**src/rtl/sensor_hub_pkg.sv**
```systemverilog
// Shared encodings for the sensor hub: FSM states, command and status codes,
// and the DHT11-style frame checksum helper.
package sensor_hub_pkg;

  localparam int FRAME_W = 40;

  typedef logic [2:0] state_t;

  localparam state_t S_IDLE      = 3'd0;
  localparam state_t S_ARM       = 3'd1;
  localparam state_t S_WAIT_HOLD = 3'd2;
  localparam state_t S_WAIT_DONE = 3'd3;
  localparam state_t S_EVAL      = 3'd4;
  localparam state_t S_FINISH    = 3'd5;

  typedef enum logic [3:0] {
    CMD_STATUS     = 4'd0,
    CMD_HUM_INT    = 4'd1,
    CMD_HUM_FLOAT  = 4'd2,
    CMD_TEMP_INT   = 4'd3,
    CMD_TEMP_FLOAT = 4'd4
  } cmd_e;

  localparam logic [7:0] ST_OK         = 8'h00;
  localparam logic [7:0] ST_SENSOR_ERR = 8'h80;
  localparam logic [7:0] ST_TIMEOUT    = 8'h81;
  localparam logic [7:0] ST_CHECKSUM   = 8'h82;
  localparam logic [7:0] ST_BAD_ADDR   = 8'h83;
  localparam logic [7:0] ST_BAD_CMD    = 8'h84;

  // Sum of the four payload bytes, wrapping at 8 bits.
  function automatic logic [7:0] frame_sum(input logic [FRAME_W-1:0] f);
    return f[39:32] + f[31:24] + f[23:16] + f[15:8];
  endfunction

endpackage

```
**src/rtl/sensor_frame_eval.sv**
```systemverilog
// Combinational verdict on one captured sensor frame: driver error, checksum,
// then field selection for the requested command.
module sensor_frame_eval
  import sensor_hub_pkg::*;
(
  input  logic [FRAME_W-1:0] frame_i,
  input  logic               error_i,
  input  logic [3:0]         cmd_i,
  output logic [7:0]         status_o,
  output logic [7:0]         data_o
);

  logic [7:0] field;

  always_comb begin
    field = 8'h00;
    case (cmd_i)
      CMD_HUM_INT:    field = frame_i[39:32];
      CMD_HUM_FLOAT:  field = frame_i[31:24];
      CMD_TEMP_INT:   field = frame_i[23:16];
      CMD_TEMP_FLOAT: field = frame_i[15:8];
      default:        field = 8'h00;
    endcase
  end

  always_comb begin
    status_o = ST_OK;
    data_o   = 8'h00;
    if (error_i) begin
      status_o = ST_SENSOR_ERR;
    end else if (frame_sum(frame_i) != frame_i[7:0]) begin
      status_o = ST_CHECKSUM;
    end else begin
      data_o = field;
    end
  end

endmodule

```
**src/rtl/sensor_hub.sv**
```systemverilog
// Request/response front end that sequences one of N DHT11-class drivers per
// request, applies a timeout and returns one field byte plus a status byte.
module sensor_hub
  import sensor_hub_pkg::*;
#(
  parameter int N_SENSORS      = 8,
  parameter int ADDR_W         = 5,
  parameter int TIMEOUT_CYCLES = 50_000_000
) (
  input  logic                         clock,
  input  logic                         reset,
  input  logic                         start,
  input  logic [ADDR_W-1:0]            request_addr,
  input  logic [3:0]                   request_cmd,
  output logic                         busy,
  output logic                         finished,
  output logic [7:0]                   requested_data,
  output logic [7:0]                   status,
  output logic [N_SENSORS-1:0]         sensor_enable,
  output logic [N_SENSORS-1:0]         sensor_reset,
  input  logic [N_SENSORS-1:0]         sensor_hold,
  input  logic [N_SENSORS-1:0]         sensor_error,
  input  logic [FRAME_W*N_SENSORS-1:0] sensor_data
);

  localparam int CNT_W = $clog2(TIMEOUT_CYCLES + 1);
  localparam logic [CNT_W-1:0] CNT_LIMIT = CNT_W'(TIMEOUT_CYCLES - 1);

  state_t             state_q, state_d;
  logic [ADDR_W-1:0]  addr_q, addr_d;
  logic [3:0]         cmd_q, cmd_d;
  logic [CNT_W-1:0]   cnt_q, cnt_d, cnt_inc;
  logic [7:0]         data_q, data_d;
  logic [7:0]         status_q, status_d;

  logic [N_SENSORS-1:0] chan_sel;
  logic                 sel_hold, sel_err;
  logic [FRAME_W-1:0]   sel_frame;
  logic [7:0]           eval_status, eval_data;
  logic                 drive_active;

  // Mux the latched channel out of the driver buses; out-of-range addresses select nothing.
  always_comb begin
    chan_sel  = '0;
    sel_hold  = 1'b0;
    sel_err   = 1'b0;
    sel_frame = '0;
    for (int i = 0; i < N_SENSORS; i++) begin
      if (addr_q == ADDR_W'(i)) begin
        chan_sel[i] = 1'b1;
        sel_hold    = sensor_hold[i];
        sel_err     = sensor_error[i];
        sel_frame   = sensor_data[FRAME_W*i +: FRAME_W];
      end
    end
  end

  sensor_frame_eval u_eval (
    .frame_i  (sel_frame),
    .error_i  (sel_err),
    .cmd_i    (cmd_q),
    .status_o (eval_status),
    .data_o   (eval_data)
  );

  assign cnt_inc = cnt_q + 1'b1;

  always_comb begin
    state_d  = state_q;
    addr_d   = addr_q;
    cmd_d    = cmd_q;
    cnt_d    = cnt_q;
    data_d   = data_q;
    status_d = status_q;
    case (state_q)
      S_IDLE: begin
        if (start) begin
          addr_d = request_addr;
          cmd_d  = request_cmd;
          if (int'(request_addr) >= N_SENSORS) begin
            state_d  = S_FINISH;
            status_d = ST_BAD_ADDR;
            data_d   = 8'h00;
          end else if (request_cmd > CMD_TEMP_FLOAT) begin
            state_d  = S_FINISH;
            status_d = ST_BAD_CMD;
            data_d   = 8'h00;
          end else begin
            state_d = S_ARM;
          end
        end
      end
      S_ARM: begin
        cnt_d   = '0;
        state_d = S_WAIT_HOLD;
      end
      S_WAIT_HOLD, S_WAIT_DONE: begin
        cnt_d = cnt_inc;
        // Timeout outranks a hold edge seen in the same cycle.
        if (cnt_inc >= CNT_LIMIT) begin
          state_d  = S_FINISH;
          status_d = ST_TIMEOUT;
          data_d   = 8'h00;
        end else if (state_q == S_WAIT_HOLD && sel_hold) begin
          state_d = S_WAIT_DONE;
        end else if (state_q == S_WAIT_DONE && !sel_hold) begin
          state_d = S_EVAL;
        end
      end
      S_EVAL: begin
        status_d = eval_status;
        data_d   = eval_data;
        state_d  = S_FINISH;
      end
      S_FINISH: state_d = S_IDLE;
      default:  state_d = S_IDLE;
    endcase
  end

  always_ff @(posedge clock) begin
    if (reset) begin
      state_q  <= S_IDLE;
      addr_q   <= '0;
      cmd_q    <= '0;
      cnt_q    <= '0;
      data_q   <= 8'h00;
      status_q <= 8'h00;
    end else begin
      state_q  <= state_d;
      addr_q   <= addr_d;
      cmd_q    <= cmd_d;
      cnt_q    <= cnt_d;
      data_q   <= data_d;
      status_q <= status_d;
    end
  end

  assign drive_active = (state_q == S_ARM) || (state_q == S_WAIT_HOLD) ||
                        (state_q == S_WAIT_DONE) || (state_q == S_EVAL);

  assign busy           = (state_q != S_IDLE);
  assign finished       = (state_q == S_FINISH);
  assign requested_data = data_q;
  assign status         = status_q;
  assign sensor_enable  = drive_active ? chan_sel : '0;
  assign sensor_reset   = (state_q == S_ARM) ? chan_sel : '0;

endmodule

```
**config.mk**
```make
export PLATFORM = sky130hd
export DESIGN_NAME = sensor_hub
export DESIGN_NICKNAME = d
export VERILOG_FILES = /design/src/rtl/sensor_hub_pkg.sv /design/src/rtl/sensor_frame_eval.sv /design/src/rtl/sensor_hub.sv
export SDC_FILE = /design/constraint.sdc
export NUM_CORES = 1
export LEC_CHECK = 0
export ABC_AREA = 1
export ABC_CLOCK_PERIOD_IN_PS = 4900
export CAP_MARGIN = 15
export CORE_AREA = 2 2 148 150
export CTS_BUF_LIST = sky130_fd_sc_hd__clkbuf_2
export DETAILED_ROUTE_END_ITERATION = 16
export DIE_AREA = 0 0 150 152
export HOLD_SLACK_MARGIN = 0.1
export PLACE_DENSITY = 0.72
export SETUP_SLACK_MARGIN = 0.3
export SKIP_CTS_REPAIR_TIMING = 1
export SYNTH_ARGS = -nofsm -noshare
export SYNTH_HDL_FRONTEND = slang
export SYNTH_SLANG_ARGS = --single-unit
```
**constraint.sdc**
```tcl
create_clock -name clock -period 4.9 [get_ports clock]
set_input_delay 0.98 -clock clock [delete_from_list [all_inputs] [get_ports clock]]
set_output_delay 0.98 -clock clock [all_outputs]
set_load 0.02 [all_outputs]
```
==> results.json, run 1 <==
{
  "layout.core_utilization_pct": 55.5,
  "htreeDepth": 2,
  "cell_type_with_the_largest_total_area_after_synthesis": "sky130_fd_sc_hd__nand2_1",
  "final-setup-viol-count": 0,
  "ir_drop_v": 0.000838,
  "multiInputGateArea_sq_mm": 0.00541,
  "hpwl_after_dpl_mm": 33.8,
  "synthesis.instances": 1272,
  "max_clock_freq_ghz": 0.210,
  "count_of_input_and_output_buffers": 377,
  "drt-wirelength-per-cell_um": 20.7,
  "area_delta_synth_final_pct": 72.4,
  "synth_top_flop_cell": "sky130_fd_sc_hd__dfxtp_1",
  "max_cap_viol_count": 0,
  "detail_route.drc_violations": 0,
  "setup-tns-final_ps": 0,
  "synthArstFlopShare_pct": 0,
  "drt_pre_antenna_iters": 5,
  "worst_ep_arrival_time_ps": 5170,
  "global_route.overflow_total": 0,
  "chipWidth_um": 150,
  "rsz0062_at_grt": "yes",
  "final_net_count": 2051,
  "initial_core_utilization_pct": 32.2,
  "clock_buffer_count_from_cts": 5,
  "netlist_top_cells_area": "sky130_fd_sc_hd__nand2_1 (27%), sky130_fd_sc_hd__dfxtp_1 (15%), sky130_fd_sc_hd__nand3_1 (7.8%)",
  "clock_latency_ps": 460,
  "synth_seq_area_share_pct": 14.6,
  "worst_setup_slack_after_placement_ps": -321,
  "syn-mean-instance-area_sq_um": 5.41,
  "initial_antenna_violation_count": 20,
  "drt_iter0_markers": 711,
  "layout.cell_area.non_filler_sq_mm": 0.0119,
  "run_status": "finished, final reports clean",
  "die_area_sq_mm": 0.0228,
  "hold_slack_ps": 506,
  "worst-setup-path-type": "register to register",
  "cp_max_fo": 8,
  "number_of_global_route_vias_before_repair": 9662,
  "timing.final.ws_setup_ps": 146,
  "cts-root-to-sink-buffers": 2,
  "hold_class": "register to register",
  "avgViaCountPerCell": 5.13,
  "synth.ff_latch_count": 50,
  "global_router_s_overall_resource_usage_pct": 33.6,
  "seqCellArea_sq_mm": 0.00102,
  "ioPinCount": 382,
  "finalWeightedCongestion": 1.05,
  "tritoncts_clock_tree": "built",
  "timing_worst_slew_pin_value_ps": 1140,
  "setup.worst_path.start_class": "register",
  "p_leak_uw": 0.00497,
  "nature_of_the_critical_path_endpoint": "register",
  "post_dp_cell_area_sq_mm": 0.0112,
  "fraction_of_synthesized_cell_area_taken_by_the_top_area_cell_type_pct": 27.3,
  "pin_count_of_the_biggest_net_entering_global_routing": 34,
  "cellPowerDensity_mw_per_mm2": 728,
  "synth_warnings": 0,
  "core_sq_mm": 0.0214,
  "clock_skew_ps": 15.5,
  "synth_cell_types": 42,
  "timing.final.crit_share_pct": 97.0,
  "cts_root_buffer": "sky130_fd_sc_hd__clkbuf_2",
  "period_needed_ps": 4750,
  "die-height_um": 152,
  "synthesis.area_sq_mm": 0.00688,
  "clk_pin_slew_ps": 250,
  "report.final.slew_viol_count": 0,
  "critical_path_required_ps": 5310,
  "postRouteAntennaNets": 0,
  "drive_above_1_share_pct": 13.1,
  "cts_sinks": 50,
  "timing.final.hold_violations": 0,
  "grt_pass1_wl_mm": 57.8,
  "num_rows": 54,
  "finalWirelength_mm": 40.9,
  "layout.filler_cells": 2159,
  "number_of_flops_mapped_to_enable_cells_by_yosys": 0,
  "vias": 10100,
  "maxSlewHeadroom_pct": 23.6
}
-- where the power goes --
part           internal [uW]  total, uW  switching [uW]  leakage (uW)
clock                   35.0        171             136     0.0000305
combinational           3420       7880            4460       0.00453
sequential               494        573            79.7      0.000410
total                   3950       8630            4670       0.00497
-- area by class of cell --
class,instances,area share (%)
Antenna cell,15,0.317
Multi-Input combinational cell,1041,45.6
Timing Repair Buffer,453,38.1
Sequential cell,50,8.58
Inverter,129,4.13
Tap cell,280,2.95
Clock inverter,2,0.0739
Clock buffer,6,0.253
-- per-stage QoR --
step / instances / total power (uW)
6_report: 1976 / 8630
5_1_grt: 1972 / 9450
4_1_cts: 1934 / 7340
3_5_place_dp: 1926 / 7110
3_3_place_gp: 1926 / 7000
2_1_floorplan: 1275 / 4820
-- kinds of logic after synthesis --
group / share of synthesized area [%]
compound gates: 11.7
xor+xnor: 1.91
fa+ha+maj: 5.71
buf+inv: 10.9
flops: 14.6
other cells: 0.0545
simple gates: 55.2
-- Yosys cell counts (all sizes together) (11+ instances only) --
library cell	count
a21oi	99
or2	35
nand4	55
nand2	515
nor3	11
dfxtp	50
o21ai	25
fa	14
clkbuf	21
nand3	110
nor2	116
buf	35
inv	127
-- metal layers --
layer,GRT usage [%],routed length (um)
met5,0,53
met1,42.0,16300
met4,13.4,1760
met3,8.44,4120
met2,54.9,18700
-- sequential cells by signal, indices dropped and copies added (netlist names) --
register and flops:
status 4, addr_q 5, cnt_q 26, cmd_q 4, state_q 3, requested_data 8
-- worst paths after layout --
path	depth (start not counted)	endpoint	slack (ps)	startpoint
setup / recovery	27	requested_data[6]$_SDFFE_PP0P_	150	addr_q[3]$_SDFFE_PP0P_
hold / removal	2	cnt_q[25]$_SDFFE_PP0P_	510	cnt_q[25]$_SDFFE_PP0P_
setup reg to reg	27	requested_data[6]$_SDFFE_PP0P_	150	addr_q[3]$_SDFFE_PP0P_
hold reg to reg	2	cnt_q[25]$_SDFFE_PP0P_	510	cnt_q[25]$_SDFFE_PP0P_
-- cell usage in the layout, fill, tap and decap left out, drive strengths merged --
cell type        n
o21ai           25
o22ai            6
nor4             1
o21a             1
nand2          515
nand4           55
dfxtp           50
buf             74
nand3          110
or2             35
a31o             1
xnor2            6
o21bai           8
inv            127
nand3b           5
clkbuf           8
nor2           117
and2             2
fa              14
clkdlybuf4s50  377
conb             4
ha               9
nor3            11
xor2             9
a21boi           5
diode           15
a21oi           99
a211oi           3
clkinv           4
-- critical path, cell delays in order (launching register included) --
cell	delay (ps)
sky130_fd_sc_hd__dfxtp_4	420
sky130_fd_sc_hd__nor2_4	200
sky130_fd_sc_hd__nand2_8	110
sky130_fd_sc_hd__nor2_4	250
sky130_fd_sc_hd__buf_12	180
sky130_fd_sc_hd__nand2_4	50
sky130_fd_sc_hd__nand3_2	50
sky130_fd_sc_hd__nand2_1	50
sky130_fd_sc_hd__nand4_1	70
sky130_fd_sc_hd__a21oi_1	50
sky130_fd_sc_hd__nand2_1	110
sky130_fd_sc_hd__inv_2	50
sky130_fd_sc_hd__fa_1	550
sky130_fd_sc_hd__inv_2	50
sky130_fd_sc_hd__fa_1	510
sky130_fd_sc_hd__ha_2	190
sky130_fd_sc_hd__inv_2	40
sky130_fd_sc_hd__fa_2	390
sky130_fd_sc_hd__o21bai_4	150
sky130_fd_sc_hd__xor2_2	190
sky130_fd_sc_hd__inv_1	80
sky130_fd_sc_hd__nand4_1	110
sky130_fd_sc_hd__nand2_1	60
sky130_fd_sc_hd__nor2_1	110
sky130_fd_sc_hd__nand3_1	120
sky130_fd_sc_hd__nor2_4	160
sky130_fd_sc_hd__nand4_4	190
sky130_fd_sc_hd__a21oi_2	200
No activity file was read; power rests on OpenSTA's default activity.
==> run 2: changes to the inputs <==
--- a/config.mk
+++ b/config.mk
@@ -8,12 +8,13 @@
 export ABC_AREA = 1
 export ABC_CLOCK_PERIOD_IN_PS = 4900
 export CAP_MARGIN = 15
-export CORE_AREA = 2 2 148 150
+export CORE_MARGIN = 2
+export CORE_UTILIZATION = 25
 export CTS_BUF_LIST = sky130_fd_sc_hd__clkbuf_2
+export CTS_CLUSTER_DIAMETER = 50
 export DETAILED_ROUTE_END_ITERATION = 16
-export DIE_AREA = 0 0 150 152
+export GPL_ROUTABILITY_DRIVEN = 0
 export HOLD_SLACK_MARGIN = 0.1
-export PLACE_DENSITY = 0.72
 export SETUP_SLACK_MARGIN = 0.3
 export SKIP_CTS_REPAIR_TIMING = 1
 export SYNTH_ARGS = -nofsm -noshare
==> run 2 against run 1 <==
Cell count rose by 4.5%. Hold slack got worse by 25 ps. Sequential power fell by 2%. Clock skew rose by 8.7 ps. Combinational power rose by 9.5%. Highest routed layer unchanged. Critical path depth did not move. Sequential cell count did not move. Largest cell class unchanged.
==> results.json, run 2 (synthesis results as in run 1) <==
{
  "worst-setup-path-type": "register to register",
  "use_met3_pct": 7.70,
  "cts_root_buffer": "sky130_fd_sc_hd__clkbuf_2",
  "multiInputGateArea_sq_mm": 0.00555,
  "worst_ep_arrival_time_ps": 5260,
  "initial_antenna_violation_count": 8,
  "timing.final.hold_violations": 0,
  "rsz0062_at_grt": "yes",
  "max_clock_freq_ghz": 0.205,
  "die-height_um": 170,
  "grt_pass1_wl_mm": 60.0,
  "hold_class": "register to register",
  "cts-root-to-sink-buffers": 2,
  "drive_above_1_share_pct": 17.1,
  "vias": 10400,
  "timing_worst_slew_pin_value_ps": 1130,
  "finalWirelength_mm": 44.4,
  "area_delta_synth_final_pct": 80.0,
  "clk_pin_slew_ps": 250,
  "htreeDepth": 2,
  "detail_route.drc_violations": 0,
  "maxSlewHeadroom_pct": 24.1,
  "drt_iter0_markers": 837,
  "global_route.overflow_total": 0,
  "critical_path_required_ps": 5280,
  "hold_slack_ps": 481,
  "global_route.usage.met1_pct": 33.4,
  "top_usage_layer": "met2",
  "cp_max_fo": 8,
  "avgViaCountPerCell": 5.04,
  "p_leak_uw": 0.00522,
  "drt_pre_antenna_iters": 6,
  "tritoncts_clock_tree": "built",
  "layout.filler_cells": 2827,
  "postRouteAntennaNets": 0,
  "cellPowerDensity_mw_per_mm2": 756,
  "layout.core_utilization_pct": 45.9,
  "chipWidth_um": 170,
  "gr-usage-met2_pct": 47.6,
  "clock_latency_ps": 440,
  "num_rows": 60,
  "report.final.slew_viol_count": 0,
  "worst_setup_slack_after_placement_ps": -415,
  "run_status": "finished, final reports clean",
  "timing.final.ws_setup_ps": 26.7,
  "pin_count_of_the_biggest_net_entering_global_routing": 35,
  "layout.cells.most_common": "sky130_fd_sc_hd__nand2_1",
  "setup.worst_path.start_class": "register",
  "worst_path_most_repeated_cell": "sky130_fd_sc_hd__nor2_4",
  "period_needed_ps": 4870,
  "max_cap_viol_count": 0,
  "die_area_sq_mm": 0.0288,
  "final-setup-viol-count": 0,
  "global_router_s_overall_resource_usage_pct": 28.1,
  "biggest_register": "cnt_q",
  "ioPinCount": 382,
  "final_net_count": 2086,
  "seqCellArea_sq_mm": 0.00101,
  "count_of_input_and_output_buffers": 377,
  "worst_path_largest_cell_delay_ps": 550,
  "drt-wirelength-per-cell_um": 21.5,
  "number_of_global_route_vias_before_repair": 9839,
  "initial_core_utilization_pct": 25.5,
  "highest_count_cells_in_the_layout_ignoring_fill_and_taps": "sky130_fd_sc_hd__nand2_1 (479), sky130_fd_sc_hd__clkdlybuf4s50_1 (377), sky130_fd_sc_hd__inv_1 (110)",
  "nature_of_the_critical_path_endpoint": "register",
  "timing.final.crit_share_pct": 99.5,
  "largest_reg_flops": 26,
  "cts_sinks": 50,
  "clock_skew_ps": 24.2,
  "core_sq_mm": 0.0270,
  "hpwl_after_dpl_mm": 35.5,
  "crit_slowest_cell": "sky130_fd_sc_hd__fa_1",
  "ir_drop_v": 0.000947,
  "clock_buffer_count_from_cts": 5
}
[run 2: area by class of cell]
| cell class | count | share of cell area, % |
|---|---|---|
| sequential | 50 | 8.20 |
| multi-input combinational | 1040 | 44.9 |
| clock buffer | 5 | 0.202 |
| tap | 341 | 3.45 |
| timing repair buffer | 489 | 39.1 |
| clock inverter | 3 | 0.131 |
| antenna | 8 | 0.162 |
| inverter | 129 | 3.94 |
[run 2: path summary, 6_finish.rpt]
| path | from | endpoint | slack (ps) | depth (start not counted) |
|---|---|---|---|---|
| worst max-delay path | addr_q[3]$_SDFFE_PP0P_ | requested_data[7]$_SDFFE_PP0P_ | 30 | 27 |
| worst min-delay path | status[2]$_SDFFE_PP0P_ | status[2]$_SDFFE_PP0P_ | 480 | 2 |
| worst max register to register | addr_q[3]$_SDFFE_PP0P_ | requested_data[7]$_SDFFE_PP0P_ | 30 | 27 |
| worst min register to register | status[2]$_SDFFE_PP0P_ | status[2]$_SDFFE_PP0P_ | 480 | 2 |
[run 2: metal layers]
| layer | routed length [um] | vias to the layer above |
|---|---|---|
| met5 | 27 | - |
| li1 | - | 4950 |
| met4 | 1870 | 4 |
| met2 | 20500 | 538 |
| met1 | 17200 | 4819 |
| met3 | 4720 | 94 |
[run 2: power by group]
group	switching [uW]	internal, uW	leakage, uW
combinational	4880	3750	0.00478
sequential	68.7	493	0.000410
clock	140	32.6	0.0000264
total	5090	4270	0.00522
[run 2: through the flow]
step | power (uW) | setup TNS [ps] | instances | cell area, sq um
6_report | 9360 | 0 | 2065 | 12400
5_1_grt | 10200 | -1440 | 2061 | 12400
4_1_cts | 7480 | -2080 | 2008 | 11400
3_5_place_dp | 7250 | -3870 | 2000 | 11400
3_3_place_gp | 7170 | -3650 | 2000 | 11400
2_1_floorplan | 4820 | 0 | 1275 | 6890
[run 2: worst max-delay path: cells and delay by family (launching register included)]
family	cells	cell delay [ps]
AO/OA/AOI/OAI	4	760
XOR/XNOR	1	180
adder cells (fa/ha/maj)	3	1290
buffers and inverters	8	770
flip-flops	1	430
AND/OR/NAND/NOR	11	1390
==> run 3: changes to the inputs <==
--- a/config.mk
+++ b/config.mk
@@ -19,4 +19,5 @@
 export SKIP_CTS_REPAIR_TIMING = 1
 export SYNTH_ARGS = -nofsm -noshare
 export SYNTH_HDL_FRONTEND = slang
+export SYNTH_HIERARCHICAL = 1
 export SYNTH_SLANG_ARGS = --single-unit
==> run 3 against run 2 <==
Sequential power is 1% lower. Clock skew is 24 ps higher. Hold slack hardly changed. Critical endpoint is now requested_data[3]$_SDFFE_PP0P_. Total power is 28% lower. First-iteration DRC count is 20% lower.
==> results.json, run 3 <==
{
  "max_cap_viol_count": 0,
  "muxShareOfSynthArea_pct": 0,
  "pin_count_of_the_biggest_net_entering_global_routing": 48,
  "layout.cell_area.non_filler_sq_mm": 0.0112,
  "core_sq_mm": 0.0250,
  "drt_iter0_markers": 670,
  "grt_pass1_wl_mm": 51.8,
  "initial_core_utilization_pct": 25.3,
  "synthesis.instances": 1110,
  "synthArstFlopShare_pct": 0,
  "chipWidth_um": 163,
  "period_needed_ps": 4600,
  "buffers_plus_inverters_on_the_worst_setup_path": 3,
  "synth.ff_latch_count": 54,
  "ioPinCount": 382,
  "crit_slowest_cell": "sky130_fd_sc_hd__fa_1",
  "max_clock_freq_ghz": 0.217,
  "synth_warnings": 6,
  "global_route.overflow_total": 0,
  "cts-root-to-sink-buffers": 2,
  "layout.cells.most_common": "sky130_fd_sc_hd__nand2_1",
  "largest_reg_flops": 26,
  "count_of_input_and_output_buffers": 381,
  "biggest_register": "cnt_q",
  "worst_path_largest_cell_delay_ps": 580,
  "clk_pin_slew_ps": 260,
  "die_area_sq_mm": 0.0266,
  "htreeDepth": 2,
  "synthesis.area_sq_mm": 0.00633,
  "maxSlewHeadroom_pct": 33.0,
  "synth_compound_gate_area_share_pct": 16.3,
  "final-setup-viol-count": 0,
  "initial_antenna_violation_count": 6,
  "synth-simple-area-share_pct": 49.2,
  "p_leak_uw": 0.00442,
  "drt_pre_antenna_iters": 5,
  "fraction_of_synthesized_cell_area_taken_by_the_top_area_cell_type_pct": 25.9,
  "netlist_top_cells_area": "sky130_fd_sc_hd__nand2_1 (26%), sky130_fd_sc_hd__dfxtp_1 (17%), sky130_fd_sc_hd__nand3_1 (6.6%)",
  "run_status": "finished, final reports clean",
  "post_dp_cell_area_sq_mm": 0.0107,
  "critical_path_required_ps": 5310,
  "cp_max_fo": 4,
  "clock_skew_ps": 48.6,
  "timing.critical_path.max_delay_family": "adder cells",
  "cts_sinks": 54,
  "synth_top_flop_cell": "sky130_fd_sc_hd__dfxtp_1",
  "clock_latency_ps": 480,
  "worst-setup-path-type": "primary input to register",
  "finalWirelength_mm": 36.0,
  "number_of_flops_mapped_to_enable_cells_by_yosys": 0,
  "vias": 9043,
  "cell_type_with_the_largest_total_area_after_synthesis": "sky130_fd_sc_hd__nand2_1",
  "cts_root_buffer": "sky130_fd_sc_hd__clkbuf_2",
  "setup.worst_path.start_class": "primary input",
  "rrSetupSlack_ps": 370,
  "yosysMostFrequentCell": "sky130_fd_sc_hd__nand2_1",
  "die-height_um": 163,
  "syn-mean-instance-area_sq_um": 5.70,
  "timing.final.ws_setup_ps": 300,
  "final_net_count": 1879,
  "detail_route.drc_violations": 0,
  "synth-xor-area-share_pct": 1.25,
  "netlist_top_cells_count": "sky130_fd_sc_hd__nand2_1 (437), sky130_fd_sc_hd__inv_1 (100), sky130_fd_sc_hd__nor2_1 (91), sky130_fd_sc_hd__nand3_1 (83), sky130_fd_sc_hd__a21oi_1 (64)",
  "number_of_global_route_vias_before_repair": 8683,
  "cellPowerDensity_mw_per_mm2": 597,
  "timing.final.crit_share_pct": 93.9,
  "tritoncts_clock_tree": "built",
  "hold_class": "register to register",
  "ir_drop_v": 0.000645,
  "hpwl_after_dpl_mm": 29.5,
  "drive_above_1_share_pct": 10.7,
  "area_delta_synth_final_pct": 77.6,
  "synth_cell_types": 40,
  "rsz0062_at_grt": "yes",
  "report.final.slew_viol_count": 0,
  "num_rows": 58,
  "clock_buffer_count_from_cts": 5,
  "timing_worst_slew_pin_value_ps": 1010,
  "critical_path.cell_chain": "clkdlybuf4s50_1, nand2_2, nand3_2, a221oi_2, nand4_1, fa_1, inv_2, fa_1, inv_1, ha_2, fa_2, xnor2_2, nand3_1, nor2_1, nand2_1, nor3_4, nand3_2, nor2_1, nand2_1, a21oi_2",
  "highest_count_cells_in_the_layout_ignoring_fill_and_taps": "sky130_fd_sc_hd__nand2_1 (431), sky130_fd_sc_hd__clkdlybuf4s50_1 (374), sky130_fd_sc_hd__inv_1 (94)",
  "drt-wirelength-per-cell_um": 19.5,
  "synth-adder-area-share_pct": 6.21,
  "worst_setup_slack_after_placement_ps": -392,
  "setup-tns-final_ps": 0,
  "nature_of_the_critical_path_endpoint": "register",
  "avgViaCountPerCell": 4.90,
  "largest_family_of_logic_cells_by_synthesized_area": "simple AND/OR/NAND/NOR gates",
  "postRouteAntennaNets": 0,
  "timing.final.hold_violations": 0,
  "worst_ep_arrival_time_ps": 5010,
  "global_router_s_overall_resource_usage_pct": 25.8,
  "synth_seq_area_share_pct": 17.1
}
-- run 3: changes by cell type in the layout (fill, tap and decap cells not counted), moves of 14 or more --
cell / previous run / this run
sky130_fd_sc_hd__or2_2: 32 / 4
sky130_fd_sc_hd__a21oi_1: 86 / 59
sky130_fd_sc_hd__nand2_1: 479 / 431
sky130_fd_sc_hd__buf_4: 90 / 41
sky130_fd_sc_hd__a221oi_1: 0 / 27
sky130_fd_sc_hd__inv_1: 110 / 94
sky130_fd_sc_hd__nand3_2: 18 / 4
-- run 3: worst reg2reg max path: stages, from the launching register on --
cell and delay (ps):
sky130_fd_sc_hd__dfxtp_4 460, sky130_fd_sc_hd__nor2_2 50, sky130_fd_sc_hd__inv_2 100, sky130_fd_sc_hd__nor2_4 80
sky130_fd_sc_hd__a22o_1 250, sky130_fd_sc_hd__a21oi_2 100, sky130_fd_sc_hd__nand2_1 100, sky130_fd_sc_hd__a21oi_2 170
sky130_fd_sc_hd__nand4_1 190, sky130_fd_sc_hd__fa_1 560, sky130_fd_sc_hd__inv_2 40, sky130_fd_sc_hd__fa_1 470
sky130_fd_sc_hd__inv_1 40, sky130_fd_sc_hd__ha_2 190, sky130_fd_sc_hd__fa_2 560, sky130_fd_sc_hd__xnor2_2 110
sky130_fd_sc_hd__nand3_1 80, sky130_fd_sc_hd__nor2_1 120, sky130_fd_sc_hd__nand2_1 100, sky130_fd_sc_hd__nor3_4 240
sky130_fd_sc_hd__nand3_2 170, sky130_fd_sc_hd__nor2_1 130, sky130_fd_sc_hd__nand2_1 70, sky130_fd_sc_hd__a21oi_2 110
-- run 3: area by class of cell --
class	count	area, sq um
clock inverters	3	43.8
multi-input cells	907	4850
repair inverters	1	7.51
well taps	330	413
fillers	2614	13800
inverters	104	403
repair buffers	435	4390
flip-flops and latches	54	1090
clock buffers	5	25.0
diodes	6	15.0
-- run 3: final timing paths --
kind	start	endpoint	cells after the start
worst min-delay path	requested_data[0]$_SDFFE_PP0P_	requested_data[0]$_SDFFE_PP0P_	2
worst min register to register	requested_data[0]$_SDFFE_PP0P_	requested_data[0]$_SDFFE_PP0P_	2
worst max register to register	addr_q[1]$_SDFFE_PP0P_	requested_data[3]$_SDFFE_PP0P_	23
worst max-delay path	sensor_data[9]	requested_data[3]$_SDFFE_PP0P_	20
-- run 3: power by group --
group / switching (uW) / internal [uW] / total (uW) / leakage, uW
logic: 3420 / 2500 / 5920 / 0.00394
clock network: 152 / 87.4 / 239 / 0.0000434
registers: 55.1 / 498 / 553 / 0.000441
-- run 3: stage by stage --
step	total power, uW	instances	hold slack [ps]	util, %
6_report	6710	1845	481	44.9
5_1_grt	7400	1841	516	44.9
4_1_cts	6130	1814	485	43.0
3_5_place_dp	5860	1806	456	42.8
3_3_place_gp	5790	1806	454	42.8
2_1_floorplan	4080	1115	445	-
-- run 3: per-layer routing --
layer,up-vias,track usage (%),wire length [um]
met4,0,5.03,707
met2,383,43.3,16600
met5,-,0,0
met1,4144,33.6,15500
li1,4475,-,-
met3,41,6.40,3200
-- run 3: kinds of logic after synthesis --
kind of cell,Yosys count
buffers and inverters,156
AO/OA/AOI/OAI,155
flip-flops,54
AND/OR/NAND/NOR,712
other,1
XOR/XNOR,9
adder cells (fa/ha/maj),23
